**config.mk**
```make
export PLATFORM = sky130hd
export DESIGN_NAME = mc_move_tracker
export DESIGN_NICKNAME = d
export VERILOG_FILES = /design/src/rtl/mc_pkg.sv /design/src/rtl/mc_move_fifo.sv /design/src/rtl/mc_move_tracker.sv
export SDC_FILE = /design/constraint.sdc
export NUM_CORES = 1
export LEC_CHECK = 0
export BUFFER_PORTS_ARGS = -buffer_cell sky130_fd_sc_hd__buf_2
export CAP_MARGIN = 20
export CORE_MARGIN = 4
export CORE_UTILIZATION = 55
export DETAILED_ROUTE_END_ITERATION = 10
export HOLD_SLACK_MARGIN = 0.03
export PLACE_DENSITY = 0.74
export SETUP_SLACK_MARGIN = 0.05
export SYNTH_ARGS = -nofsm -noshare
export SYNTH_HDL_FRONTEND = slang
export SYNTH_SLANG_ARGS = --single-unit
```
**constraint.sdc**
```tcl
create_clock -name clock -period 5.8 [get_ports clock]
set_input_delay 0.87 -clock clock [delete_from_list [all_inputs] [get_ports clock]]
set_output_delay 0.87 -clock clock [all_outputs]
set_load 0.01 [all_outputs]
```
**src/rtl/mc_pkg.sv**
```systemverilog
// Shared constants, record layout and safety helper for the missionary-cannibal
// move tracker.
package mc_pkg;

  localparam logic [2:0] MC_TOTAL = 3'd3;

  localparam logic [1:0] ERR_NONE   = 2'd0;
  localparam logic [1:0] ERR_UNSAFE = 2'd1;
  localparam logic [1:0] ERR_LOAD   = 2'd2;
  localparam logic [1:0] ERR_OVF    = 2'd3;

  // Move record layout: {dir, dm[1:0], dc[1:0]}
  localparam int MOVE_W       = 5;
  localparam int MOVE_DIR_BIT = 4;
  localparam int MOVE_DM_LSB  = 2;
  localparam int MOVE_DC_LSB  = 0;

  typedef enum logic [1:0] {
    ST_IDLE  = 2'd0,
    ST_TRACK = 2'd1,
    ST_DONE  = 2'd2,
    ST_ERROR = 2'd3
  } mc_state_e;

  // Both banks must have no missionaries or at least as many as cannibals.
  function automatic logic state_safe(input logic [1:0] m, input logic [1:0] c);
    logic [2:0] am, ac, bm, bc;
    am = {1'b0, m};
    ac = {1'b0, c};
    if (am > MC_TOTAL || ac > MC_TOTAL) return 1'b0;
    bm = MC_TOTAL - am;
    bc = MC_TOTAL - ac;
    return ((am == 3'd0) || (am >= ac)) && ((bm == 3'd0) || (bm >= bc));
  endfunction

endpackage

```
**src/rtl/mc_move_fifo.sv**
```systemverilog
// First-word-fall-through move-record buffer; head entry is visible on data_o
// whenever the buffer is non-empty.
module mc_move_fifo #(
  parameter int WIDTH = 5,
  parameter int DEPTH = 8
) (
  input  logic             clock,
  input  logic             reset,
  input  logic             push_i,
  input  logic [WIDTH-1:0] data_i,
  input  logic             pop_i,
  output logic [WIDTH-1:0] data_o,
  output logic             full_o,
  output logic             empty_o
);

  localparam int AW = $clog2(DEPTH);
  localparam int CW = AW + 1;

  logic [WIDTH-1:0] mem_q [DEPTH];
  logic [AW-1:0]    wr_ptr_q, wr_ptr_d;
  logic [AW-1:0]    rd_ptr_q, rd_ptr_d;
  logic [CW-1:0]    count_q, count_d;
  logic             push_en, pop_en;

  assign empty_o = (count_q == '0);
  assign full_o  = (count_q == CW'(DEPTH));
  assign pop_en  = pop_i && !empty_o;
  // A push into a full buffer is accepted only when the head leaves on the same edge.
  assign push_en = push_i && (!full_o || pop_en);
  assign data_o  = empty_o ? '0 : mem_q[rd_ptr_q];

  // NOTE: combinational blocks assign every output a default first, so no path leaves a latch.
  always_comb begin
    wr_ptr_d = wr_ptr_q;
    rd_ptr_d = rd_ptr_q;
    count_d  = count_q;
    if (push_en) wr_ptr_d = wr_ptr_q + AW'(1);
    if (pop_en)  rd_ptr_d = rd_ptr_q + AW'(1);
    if (push_en && !pop_en)      count_d = count_q + CW'(1);
    else if (!push_en && pop_en) count_d = count_q - CW'(1);
  end

  // NOTE: sequential state uses non-blocking assignments so every flop samples pre-edge values.
  always_ff @(posedge clock or posedge reset) begin
    if (reset) begin
      wr_ptr_q <= '0;
      rd_ptr_q <= '0;
      count_q  <= '0;
    end else begin
      wr_ptr_q <= wr_ptr_d;
      rd_ptr_q <= rd_ptr_d;
      count_q  <= count_d;
    end
  end

  // NOTE: storage is not reset; occupancy gates data_o, so stale entries are never observed.
  always_ff @(posedge clock) begin
    if (push_en) mem_q[wr_ptr_q] <= data_i;
  end

endmodule

```
**src/rtl/mc_move_tracker.sv**
```systemverilog
// Monitors the solver's bank-A state, infers each boat move, checks legality and
// streams legal move records out through a small buffer.
module mc_move_tracker
  import mc_pkg::*;
#(
  parameter int FIFO_DEPTH = 8,
  parameter int STEP_W     = 6
) (
  input  logic              clock,
  input  logic              reset,
  input  logic [1:0]        missionary_in,
  input  logic [1:0]        cannibal_in,
  input  logic              finish_in,
  output logic              move_valid,
  input  logic              move_ready,
  output logic [MOVE_W-1:0] move_data,
  output logic [STEP_W-1:0] step_count,
  output logic              done,
  output logic              error,
  output logic [1:0]        error_code
);

  mc_state_e         state_q, state_d;
  logic [1:0]        prev_m_q, prev_m_d;
  logic [1:0]        prev_c_q, prev_c_d;
  logic [STEP_W-1:0] step_q, step_d;
  logic [1:0]        err_q, err_d;

  logic [2:0]        m_new, c_new, m_old, c_old;
  logic [2:0]        dm, dc, load;
  logic              m_up, m_down, c_up, c_down;
  logic              changed, sample_safe, load_ok;
  logic [MOVE_W-1:0] rec;
  logic              push, pop, fifo_full, fifo_empty;

  assign m_new   = {1'b0, missionary_in};
  assign c_new   = {1'b0, cannibal_in};
  assign m_old   = {1'b0, prev_m_q};
  assign c_old   = {1'b0, prev_c_q};
  assign m_up    = m_new > m_old;
  assign m_down  = m_new < m_old;
  assign c_up    = c_new > c_old;
  assign c_down  = c_new < c_old;
  assign changed = m_up || m_down || c_up || c_down;
  assign dm      = m_down ? (m_old - m_new) : (m_new - m_old);
  assign dc      = c_down ? (c_old - c_new) : (c_new - c_old);
  assign load    = dm + dc;

  // Boat carries one or two people, all travelling in the same direction.
  assign load_ok = (load >= 3'd1) && (load <= 3'd2) &&
                   !(m_up && c_down) && !(m_down && c_up);
  assign sample_safe = state_safe(missionary_in, cannibal_in);

  always_comb begin
    rec = '0;
    rec[MOVE_DIR_BIT]        = m_up || c_up;
    rec[MOVE_DM_LSB +: 2]    = dm[1:0];
    rec[MOVE_DC_LSB +: 2]    = dc[1:0];
  end

  assign move_valid = !fifo_empty;
  assign pop        = move_valid && move_ready;

  always_comb begin
    state_d  = state_q;
    prev_m_d = prev_m_q;
    prev_c_d = prev_c_q;
    step_d   = step_q;
    err_d    = err_q;
    push     = 1'b0;
    case (state_q)
      ST_IDLE: begin
        prev_m_d = missionary_in;
        prev_c_d = cannibal_in;
        if (!sample_safe) begin
          state_d = ST_ERROR;
          err_d   = ERR_UNSAFE;
        end else begin
          state_d = ST_TRACK;
        end
      end
      ST_TRACK: begin
        if (changed) begin
          if (!sample_safe) begin
            state_d = ST_ERROR;
            err_d   = ERR_UNSAFE;
          end else if (!load_ok) begin
            state_d = ST_ERROR;
            err_d   = ERR_LOAD;
          end else if (fifo_full && !pop) begin
            state_d = ST_ERROR;
            err_d   = ERR_OVF;
          end else begin
            push     = 1'b1;
            prev_m_d = missionary_in;
            prev_c_d = cannibal_in;
            step_d   = (&step_q) ? step_q : step_q + STEP_W'(1);
            if (finish_in) state_d = ST_DONE;
          end
        end
      end
      default: ;
    endcase
  end

  always_ff @(posedge clock or posedge reset) begin
    if (reset) begin
      state_q  <= ST_IDLE;
      prev_m_q <= '0;
      prev_c_q <= '0;
      step_q   <= '0;
      err_q    <= ERR_NONE;
    end else begin
      state_q  <= state_d;
      prev_m_q <= prev_m_d;
      prev_c_q <= prev_c_d;
      step_q   <= step_d;
      err_q    <= err_d;
    end
  end

  mc_move_fifo #(
    .WIDTH (MOVE_W),
    .DEPTH (FIFO_DEPTH)
  ) u_fifo (
    .clock   (clock),
    .reset   (reset),
    .push_i  (push),
    .data_i  (rec),
    .pop_i   (pop),
    .data_o  (move_data),
    .full_o  (fifo_full),
    .empty_o (fifo_empty)
  );

  assign step_count = step_q;
  assign done       = (state_q == ST_DONE);
  assign error      = (state_q == ST_ERROR);
  assign error_code = err_q;

endmodule

```
==> Yosys cells after proc, flatten, opt, wreduce, memory -nomap -nowiden <==
Memory sizes are Yosys's and may differ from the RTL's.
Cells that the tools add are included.
{ "totals": {"ram_bits": 40, "out_inout_bits": 16, "in_bits": 8, "mem_count": 1, "word_cells": 114, "register_bits": 24} }
{ "mem_list": {"columns": ["memory", "words", "width", "read_ports", "rd_clocked_by_memory_dff", "write_ports", "line", "text"], "rows": [
  ["u_fifo.mem_q", 8, 5, 1, 0, 1, "mc_move_fifo.sv:20", "logic [WIDTH-1:0] mem_q [DEPTH];"]
]} }
{ "op_classes": {"n_lt_le_gt_ge": 8, "addsub": 12, "eq_ne": 11, "mux": 35, "reduce_logical": 37, "n_bitwise": 2} }
{ "op_table": {"columns": ["operator", "n"], "rows": [
  ["2-bit two-way mux", 19],
  ["2-bit case mux with 2 select lines", 4],
  ["1-bit logical AND", 12],
  ["6-bit AND reduction", 2],
  ["2-bit by 2-bit subtractor with 3-bit output", 4],
  ["2-bit != test (second input constant)", 5],
  ["4-bit two-way mux", 2],
  ["1-bit zero test", 7],
  ["1-bit logical OR", 7],
  ["1-bit two-way mux", 7],
  ["3-bit by 1-bit adder with 3-bit output (second input constant)", 2],
  ["6-bit by 1-bit adder with 6-bit output (second input constant)", 1],
  ["3-bit two-way mux", 2],
  ["2-bit by 2-bit subtractor with 3-bit output (first input constant)", 2],
  ["5-bit two-way mux", 1],
  ["5-bit != test (second input constant)", 1],
  ["5-bit AND reduction", 1],
  ["4-bit by 1-bit adder with 4-bit output (second input constant)", 1],
  ["2-bit == test (second input constant)", 2],
  ["4-bit == test (second input constant)", 1],
  ["2-bit greater-than comparator", 2],
  ["2-bit zero test", 2],
  ["4-bit zero test", 1],
  ["2-bit less-than comparator", 2],
  ["13 further kinds", 15]
]} }

==> Longest topological paths before layout <==
Gate-level depths: netlist of run 1.
{ "logic_depth": {"ltp_word": 16, "mapped_depth": 21, "ltp_nobuf": 21} }

==> By module <==
A second synthesis of run 1 with hierarchy kept.
{ "unflattened": {"cells_unflattened": 242, "hier_area_um2": 3320.7} }
{ "modules_own_cells": {"columns": ["module", "n_inst", "seq_area_each_um2", "area_each_um2", "cells_each"], "rows": [
  ["mc_move_fifo", 1, 1451.4, 2145.8, 122],
  ["mc_move_tracker", 1, 350.3, 1174.9, 120]
]} }

==> Least setup slack after synthesis of run 1 <==
No wires, ideal clock.
{ "synth_path": {"path_type": "input-to-reg", "start": "input missionary_in[0]", "end": "register u_fifo.count_q[3]", "path_stages": 21, "t_required_ns": 5.675, "path_buffers": 0, "setup_slack_ns": 0.980, "setup_time_ns": 0.125, "arrival_time_ns": 4.695, "path_cell_list": "inv_1 ha_1 inv_1 fa_1 nor2_1 a21o_1 inv_1 fa_1 xnor2_1 o221ai_1 nor4_4 nand2_2 inv_2 ha_1 inv_1 ha_1 a21o_1 a21oi_1 xnor2_1 nor2_1 xor2_1"} }
{ "synth_via": {"elab_chain_len": 15, "elab_cells_between_ends": 36, "classes_between": "add/sub: 4; order compare: 6; mux: 6; reduce/logical: 20"} }
{ "synth_lines": {"columns": ["element", "line", "text"], "rows": [
  ["start, declared", "mc_move_tracker.sv:11", "input logic [1:0] missionary_in,"],
  ["2-bit by 2-bit subtractor with 3-bit output / 2-bit less-than comparator (equally long branches)", "mc_move_tracker.sv:45, mc_move_tracker.sv:41", null],
  ["3-bit two-way mux (*)", "mc_move_tracker.sv:45", "assign dm = m_down ? (m_old - m_new) : (m_new - m_old);"],
  ["via dm[1]", "mc_move_tracker.sv:30", "logic [2:0] dm, dc, load;"],
  ["3-bit adder (*)", "mc_move_tracker.sv:47", "assign load = dm + dc;"],
  ["3-bit by 1-bit >= comparator with 1-bit output / 3-bit by 2-bit less-or-equal comparator with 1-bit output (equally long branches)", "mc_move_tracker.sv:50", "assign load_ok = (load >= 3'd1) && (load <= 3'd2) &&"],
  ["1-bit logical AND (*) (2 in series)", "mc_move_tracker.sv:50", null],
  ["1-bit logical AND (*)", "mc_move_tracker.sv:51", "!(m_up && c_down) && !(m_down && c_up);"],
  ["1-bit two-way mux (*)", "mc_move_tracker.sv:87", "end else if (!load_ok) begin"],
  ["1-bit two-way mux (*)", "mc_move_tracker.sv:84", "if (!sample_safe) begin"],
  ["1-bit two-way mux (*)", "mc_move_tracker.sv:83", "if (changed) begin"],
  ["1-bit two-way mux (*)", "mc_move_tracker.sv:71", "case (state_q)"],
  ["1-bit logical AND (*)", "mc_move_fifo.sv:30", "assign push_en = push_i && (!full_o || pop_en);"],
  ["via u_fifo.push_en", "mc_move_fifo.sv:24", "logic push_en, pop_en;"],
  ["1-bit zero test", "mc_move_fifo.sv:41", "else if (!push_en && pop_en) count_d = count_q - CW'(1);"],
  ["1-bit logical AND", "mc_move_fifo.sv:41", null],
  ["2-bit nonzero test (no line)", null, null],
  ["end signal, assigned", "mc_move_fifo.sv:53", "count_q <= count_d;"],
  ["end, declared", "mc_move_fifo.sv:23", "logic [CW-1:0] count_q, count_d;"]
]} }
Mark *: on every way through the listed nets, which the timed path passes. The rest lies on a longest branch.
A chain may end at the register's enable or synchronous reset.

==> Final worst setup path of run 1 <==
Ends and elaborated chain as after synthesis.

==> summary.md, run 1 <==
Summing the areas of all and, or, nand and nor instances in the mapped netlist gives 10.4% of the synthesized area. Summing all multi-input logic gate instances after layout gives 1320 µm². The share of synthesized registers carrying an async set or reset came out at 37.5%. In the layout the commonest cells are sky130_fd_sc_hd__edfxtp_1 (40), sky130_fd_sc_hd__dfrtp_1 (24), sky130_fd_sc_hd__buf_2 (23). The tools report the final setup slack of the worst path as 0.913 ns. The kind of cell with the highest combined delay along the critical path is adder cells.

The number of global-route vias before repair is 1927. Clock-pin slew was measured on the worst setup and hold paths at 0.07 ns. In this run the critical register-to-register path is captured at u_fifo.count_q[3]. For the achievable frequency, the log shows 205 MHz. The synthesized netlist devotes 4.39% of its cell area to compound gates. Number of buffers inserted by post-CTS setup repair: 0.

The clock tree synthesis step divided the H-tree into 3 levels. The fraction of synthesized cell area taken by the top area cell type was 37.3%. The library cell used most frequently in the layout, excluding fill and tap cells, is sky130_fd_sc_hd__edfxtp_1.

The region available for standard cell placement spans 5610 µm². For the number of search-and-repair iterations in the first detailed-routing pass, the log shows 4. The die outline area was 7150 µm².

Setup violations remaining at the end of the flow were counted as 0. The chip width was 84.5 µm. After legalization and detailed placement, the total HPWL measured 4.04 mm. For this block, the initial DRC count from the detailed router was 141. After Yosys synthesis, full adders, half adders and majority gates account for 10.3% of the synthesized area. Among all flip-flop cells after synthesis, the most frequent one is sky130_fd_sc_hd__edfxtp_1. For the initial antenna violation count, the log shows 0. Setup repair after global routing left no endpoint under its margin. The net count of the finished layout is 297. The number of antenna diodes in the final layout is 0.

After global routing the overflow that remains totals 0. Kind of critical path: input port to register. The run finished with clean final reports.

For this configuration, the core starts out at a cell density of 57.5%. The data required time of the critical path is 6.01 ns. Register-to-register setup slack: 1.37 ns.

The tools report the beginning of the critical path as missionary_in[0]. The count of filler cells inserted in the layout came out at 431. Registers take 1800 µm². Terminating pin of the worst hold path: u_fifo.count_q[3]. The mean post-synth cell area was 13.9 µm². Post-CTS resize count: 0. The relative slew slack was 35.5%; the cell count after synthesis was 231.

For the clock tree skew after final layout, the log shows 0.00742 ns. The cell count of the worst reg-to-reg path is 21. Worst-case vdd ir drop: 0.212 mV. For the number of hold-slack violations in the final timing report, the log shows 0. The run gives 44.0% as the sequential share of power. The via density per instance came out at 5.57. For this design the static power due to leakage is 1.53 nW. In this run, synthesis inferred 40 flip-flops with an integrated enable. The design internal power is 0.968 mW, and the proportion of synthesized area in mux cells is 11.5%. For this design, the sink count on the clock tree is 64. The total of max-cap violations came out at 0.

The maximum number of pins on one net before global-route repair was 25. The switching share of total power works out to 32.1%. Worst-case setup slack after placement: 0.573 ns. Depth of the worst hold-timing path: 1. Final cycle utilization of the critical path: 84.3%.

Sequential cells were found to cover 55.9% of the synthesized design area. Buffers inserted to repair hold after CTS numbered 0. The die is 84.5 µm tall. Global routing consumed, over all layers together, 17.8% of the routing resources. In this run the critical register-to-register path is launched from prev_m_q[0].

When the netlist entered floorplanning its net count stood at 262. Critical path's slowest cell: sky130_fd_sc_hd__fa_1. The type of the worst min-delay path was register to register.

The number of synthesized register bits is 64. The area growth from synthesis to layout is 12.9%, and the first-pass GRT wire length is 9.64 mm. In the final layout, the share of cells above drive strength 1 is 24.0%. The total number of vias was 1909.

In this run the power spent charging and discharging nets is 0.458 mW. Walking the worst path, the cells encountered are buf_2 -> inv_1 -> ha_1 -> inv_1 -> fa_1 -> nor2_1 -> a21o_1 -> inv_1 -> fa_1 -> xnor2_1 -> o221ai_1 -> nor4_4 -> buf_4 -> nand2_2 -> inv_2 -> ha_1 -> inv_1 -> ha_1 -> a21o_1 -> a21oi_1 -> xnor2_1 -> nor2_1 -> xor2_1. In this run the count of I/O pins placed on the die edge is 24. The worst setup path is captured at a register. Of the total power, combinational logic draws 31.0%. The routed design has 5.72 mm of wire. For the clock power share, the log shows 25.0%. TritonCTS built the clock tree. The setup TNS after final layout is 0 ns. At the end of routability-driven placement, the weighted congestion stood at 0.780. For this run, the slowest stage of the critical path takes 0.55 ns. For the data arrival at the endpoint of the critical path, the log shows 5.10 ns. Yosys mapped the design onto 46 distinct sky130hd cell types.

For the number of max-slew violations in the final report, the log shows 0. During synthesis, Yosys emitted a total of 0 warnings. The worst setup path is launched from an input port. By area the synthesized netlist is led by sky130_fd_sc_hd__edfxtp_1 (37%), sky130_fd_sc_hd__dfrtp_1 (19%), sky130_fd_sc_hd__mux4_2 (7.0%). TritonCTS created 9 clock buffers. Dominant combinational cell family by area after synthesis: multiplexers.

Port buffering added 23 buffers. At the pin with the least slew margin, the transition time is 0.966 ns. Dividing the detail-routed wire length by the instance count gives 16.7 µm.

The tools report the number of buffers between clock root and the deepest sink as 2. The largest total area in the synthesized netlist belongs to sky130_fd_sc_hd__edfxtp_1. The tools report the site row count as 27. The power per cell area was 392 nW/µm²; the synthesized-area fraction occupied by xor and xnor cells was 4.23%. The number of buffers and inverters on the critical path is 7. The later pin in the worst-skew pair is clocked with a latency of 0.32 ns. The highest fanout seen on the critical path came out at 9. Cell at the root of the clock tree: sky130_fd_sc_hd__clkbuf_8. Counting stages on the worst path, the most repeated cell is sky130_fd_sc_hd__inv_1. Subtracting the final worst setup slack from the clock period gives 4.89 ns. In the routed design, unresolved DRC markers number 0. The hold path startpoint was u_fifo.count_q[3]. The area of the mapped netlist was 3220 µm². For the number of nets with antenna violations after routing, the log shows 0.
-- sequential cells by signal, indices dropped and copies added (netlist names) --
signal / flops
u_fifo.wr_ptr_q: 3
state_q: 2
error_code: 2
step_count: 6
u_fifo.mem_q: 40
prev_c_q: 2
u_fifo.count_q: 4
prev_m_q: 2
u_fifo.rd_ptr_q: 3
-- metrics by stage --
step | hold WS (ns) | util (%) | total power, mW | cell area (µm²) | cells
floorplan | 0.464 | - | 0.960 | 3220 | 231
global placement | 0.480 | 61.6 | 1.07 | 3450 | 327
detailed placement | 0.480 | 61.6 | 1.08 | 3450 | 327
CTS | 0.495 | 64.9 | 1.44 | 3640 | 343
global route | 0.540 | 64.9 | 1.53 | 3640 | 343
finish | 0.496 | 64.9 | 1.43 | 3640 | 343
-- cells in the mapped netlist (4+ instances only) --
library cell / n
sky130_fd_sc_hd__fa_1: 6
sky130_fd_sc_hd__nor2_1: 15
sky130_fd_sc_hd__edfxtp_1: 40
sky130_fd_sc_hd__mux4_2: 10
sky130_fd_sc_hd__inv_1: 21
sky130_fd_sc_hd__ha_1: 17
sky130_fd_sc_hd__and2_1: 4
sky130_fd_sc_hd__dfrtp_1: 24
sky130_fd_sc_hd__nand2_1: 7
sky130_fd_sc_hd__xnor2_1: 11
sky130_fd_sc_hd__nor3_1: 5
sky130_fd_sc_hd__nand3_1: 6
sky130_fd_sc_hd__mux2i_1: 9
-- worst max path at each step --
stage                              endpoint  slack [ns]  cells past startpoint
after floorplan           u_fifo.count_q[3]        0.98                     21
after global placement    u_fifo.count_q[3]        0.71                     23
after detailed placement  u_fifo.count_q[3]        0.57                     23
after CTS                 u_fifo.count_q[3]        0.91                     23
after global routing      u_fifo.count_q[3]        0.53                     23
final                     u_fifo.count_q[3]        0.91                     23
-- metal layers --
| metal | global-route usage [%] | routed length, µm | vias up |
|---|---|---|---|
| met5 | 0 | 0 | - |
| met4 | 7.05 | 74 | 0 |
| met3 | 4.12 | 227 | 6 |
| met2 | 27.7 | 2790 | 42 |
| met1 | 24.3 | 2640 | 950 |
| li1 | - | - | 911 |
-- power by group through the flow --
stage	sequential, mW	combinational, mW	clock (mW)
after CTS	0.629	0.447	0.367
after global routing	0.638	0.499	0.394
after detailed placement	0.637	0.444	0
after global placement	0.635	0.432	0
final	0.627	0.442	0.357
after floorplan	0.585	0.375	0
-- kinds of logic after synthesis --
family	Yosys count
flops	64
compound gates	19
mux	24
fa+ha+maj	23
buf+inv	27
simple gates	60
xor+xnor	14
-- final cells by class --
type,count,area share (%)
inverters,22,2.27
flip-flops and latches,64,49.5
clock inverters,7,1.72
repair buffers,29,4.40
multi-input cells,140,36.2
clock buffers,9,3.40
well taps,72,2.48
No activity file was read; power rests on OpenSTA's default activity.
==> inputs of run 2 (changes only) <==
- clock period: 5.8 -> 4.6 ns (I/O delays scaled with it)
==> run 2 against run 1 <==
  * First-iteration DRC count shrank 22%
  * Cell area grew 1.8%
  * Wire length decreased by 3.6%
  * Worst hold slack better by 0.00050 ns
  * Sequential cell count unchanged
  * Global-route usage decreased by 0.19 points
  * Via count down 0.10%
  * Core utilization grew 1.1 points
  * Die area did not move
  * Critical endpoint unchanged
  * Critical path depth decreased by 2
  * Sequential power rose by 25%
  * Combinational power increased by 30%
  * Critical path type unchanged
==> summary.md, run 2 (synthesis results as in run 1) <==
The element type at the critical path start was an input port (unchanged). The commonest non-fill, non-tap cell in the layout is sky130_fd_sc_hd__edfxtp_1 (unchanged). The clock sink count is 64 (unchanged). The setup TNS after final layout was 0 ns (unchanged); the total number of H-tree levels was 3 (unchanged). Clock transition time at the flip-flop clock pins of the worst setup and hold paths: 0.07 ns (about the same).

Counting I/O delays and the setup requirement, the final critical path takes 4.23 ns. The area of the core is 5610 µm² (unchanged), and the slew at the pin with the worst max-slew slack is 0.957 ns (was 0.966 ns). The area growth from synthesis to layout is 14.9% (was 12.9%).

The relative slew slack was 36.1% (was 35.5%); the data required time of the critical path was 4.83 ns (was 6.01 ns). The final non-filler cell total is 349 (was 343), and the total power is 1.82 mW (was 1.43 mW). The beginning of the critical path was missionary_in[0] (unchanged). The run gives 57.5% (unchanged) as the effective utilization at floorplan. The register name with the most flops was u_fifo.mem_q (unchanged).

Highest fanout seen on the critical path: 4 (was 9). The tools report the die outline area as 7150 µm² (unchanged). The number of buffers inserted by post-CTS setup repair was 0 (unchanged). The data arrival at the endpoint of the critical path is 4.46 ns (was 5.10 ns). Number of search-and-repair iterations in the first detailed-routing pass: 4 (unchanged). The via density per instance works out to 5.46 (was 5.57).

The number of top-level pins was 24 (unchanged). The run gives 0 (unchanged) as the number of hold-slack violations in the final timing report. The final cycle utilization of the critical path was 92.0%; the initial detailed-routing violation count was 110 (was 141).

The number of nets with antenna violations after routing came out at 0 (unchanged). The global route total overflow is 0 (unchanged). The share of cells above drive strength 1 is 27.1% (was 24.0%), and the register-to-register setup slack is 0.50 ns (was 1.37 ns).

Cell at the root of the clock tree: sky130_fd_sc_hd__clkbuf_8 (unchanged). The post-placement cell count is 333 (was 327). For the total of max-cap violations, the log shows 0 (unchanged). The hold path startpoint is u_fifo.count_q[3] (unchanged). The overall global routing resource usage is 17.6% (was 17.8%).

The logs give 25 (unchanged) for the maximum number of pins on one net before global-route repair and 0 (unchanged) for the number of hold buffers added after CTS. The tools report the critical register-to-register path startpoint as prev_c_q[0] (was prev_m_q[0]). Most used cells in the layout excluding fill and tap cells: sky130_fd_sc_hd__edfxtp_1 (40), sky130_fd_sc_hd__dfrtp_1 (24), sky130_fd_sc_hd__buf_2 (23) (unchanged).

The height of the chip works out to 84.5 µm (unchanged). Static timing analysis puts the maximum clock frequency at 236 MHz. The type of the worst min-delay path was register to register (unchanged).

For the DRC violations left, the log shows 0 (unchanged). The first-pass GRT wire length is 9.63 mm (was 9.64 mm). Number of buffers between clock root and the deepest sink: 2 (unchanged). The number of max-slew violations in the final report was 0 (unchanged). Setup repair after global routing left no endpoint under its margin.

The count of final setup violators was 0 (unchanged); the number of I/O port buffers was 23 (unchanged). The element type at the critical path end was a register (unchanged). The kind of critical path was input port to register (unchanged). The run gives 1907 (was 1909) as the total number of vias. The logs give 0 (unchanged) for the initial antenna violation count and 0 (unchanged) for the post-CTS resize count. The clock tree skew after final layout is 0.0104 ns (was 0.00742 ns), and the wire length after detailed routing is 5.52 mm (was 5.72 mm). The run finished with clean final reports. The chip width is 84.5 µm (unchanged), and the number of global-route vias before repair is 2010 (was 1927). The post-detailed-route wirelength per cell came out at 15.8 µm (was 16.7 µm). TritonCTS built the clock tree. The worst-skew pair later-pin latency is 0.34 ns (was 0.32 ns). Total half-perimeter wirelength after legalization and detailed placement: 4.15 mm (was 4.04 mm). The number of flip-flops in the largest register is 40 (unchanged), and the worst-case vdd ir drop is 0.311 mV (was 0.212 mV). The power per cell area is 493 nW/µm² (was 392 nW/µm²), and the total leakage power is 1.57 nW (was 1.53 nW). The number of CTS-inserted buffers is 9 (unchanged). For the weighted congestion at the end of routability-driven global placement, the log shows 0.790 (was 0.780). For the antenna diode count, the log shows 0 (unchanged). The count of nets after finishing is 303 (was 297). The run gives 27 (unchanged) as the site row count.
## run 2: cell types whose count changed in the layout (fill, tap and decap cells not counted)
cell	before	now
sky130_fd_sc_hd__o221ai_1	1	0
sky130_fd_sc_hd__o221ai_2	0	1
sky130_fd_sc_hd__clkinv_1	2	0
sky130_fd_sc_hd__fa_2	0	1
sky130_fd_sc_hd__buf_4	6	12
sky130_fd_sc_hd__fa_1	6	5
sky130_fd_sc_hd__clkinv_4	0	2
## run 2: final cells by class
| class | count | area, µm² |
|---|---|---|
| flip-flops and latches | 64 | 1800 |
| clock buffers | 9 | 124 |
| multi-input cells | 140 | 1330 |
| clock inverters | 7 | 72.6 |
| fillers | 441 | 1910 |
| inverters | 22 | 82.6 |
| repair buffers | 35 | 205 |
| well taps | 72 | 90.1 |
## run 2: routing by layer
metal  global-route usage, %  part of all wire (%)
met1                    22.0                    44
met2                    28.4                    50
met3                    4.02                   3.4
met4                    9.50                   2.8
met5                       0                     0
## run 2: critical path, stage by stage
cell,delay (ns)
sky130_fd_sc_hd__buf_2,0.12
sky130_fd_sc_hd__inv_1,0.12
sky130_fd_sc_hd__ha_1,0.16
sky130_fd_sc_hd__inv_1,0.05
sky130_fd_sc_hd__fa_2,0.51
sky130_fd_sc_hd__a21o_1,0.15
sky130_fd_sc_hd__inv_1,0.07
sky130_fd_sc_hd__fa_1,0.55
sky130_fd_sc_hd__xnor2_1,0.14
sky130_fd_sc_hd__o221ai_2,0.17
sky130_fd_sc_hd__nor4_4,0.31
sky130_fd_sc_hd__nand2_2,0.09
sky130_fd_sc_hd__inv_2,0.11
sky130_fd_sc_hd__ha_1,0.18
sky130_fd_sc_hd__inv_1,0.09
sky130_fd_sc_hd__ha_1,0.27
sky130_fd_sc_hd__a21o_1,0.17
sky130_fd_sc_hd__a21oi_1,0.17
sky130_fd_sc_hd__xnor2_1,0.14
sky130_fd_sc_hd__nor2_1,0.07
sky130_fd_sc_hd__xor2_1,0.14
## run 2: final timing paths
path,cells past startpoint,endpoint
min in group asynchronous,2,u_fifo.wr_ptr_q[1]
max in group asynchronous,2,prev_c_q[1]
worst max register to register,20,u_fifo.count_q[3]
worst min register to register,1,u_fifo.count_q[3]
worst max-delay path,21,u_fifo.count_q[3]
worst min-delay path,1,u_fifo.count_q[3]
## run 2: stage by stage
| step | utilization (%) | area [µm²] | worst slack [ns] | hold WS [ns] |
|---|---|---|---|---|
| floorplan | - | 3230 | 0.0611 | 0.464 |
| global placement | 62.5 | 3510 | 0.0886 | 0.482 |
| detailed placement | 62.5 | 3510 | 0.0207 | 0.483 |
| CTS | 66.0 | 3700 | 0.395 | 0.495 |
| global route | 66.0 | 3700 | 0.0995 | 0.528 |
| finish | 66.0 | 3700 | 0.368 | 0.496 |
## run 2: where the power goes
group | switching (mW) | internal, mW | leakage [nW]
logic | 0.274 | 0.298 | 0.825
clock network | 0.217 | 0.249 | 0.0952
registers | 0.0986 | 0.687 | 0.649
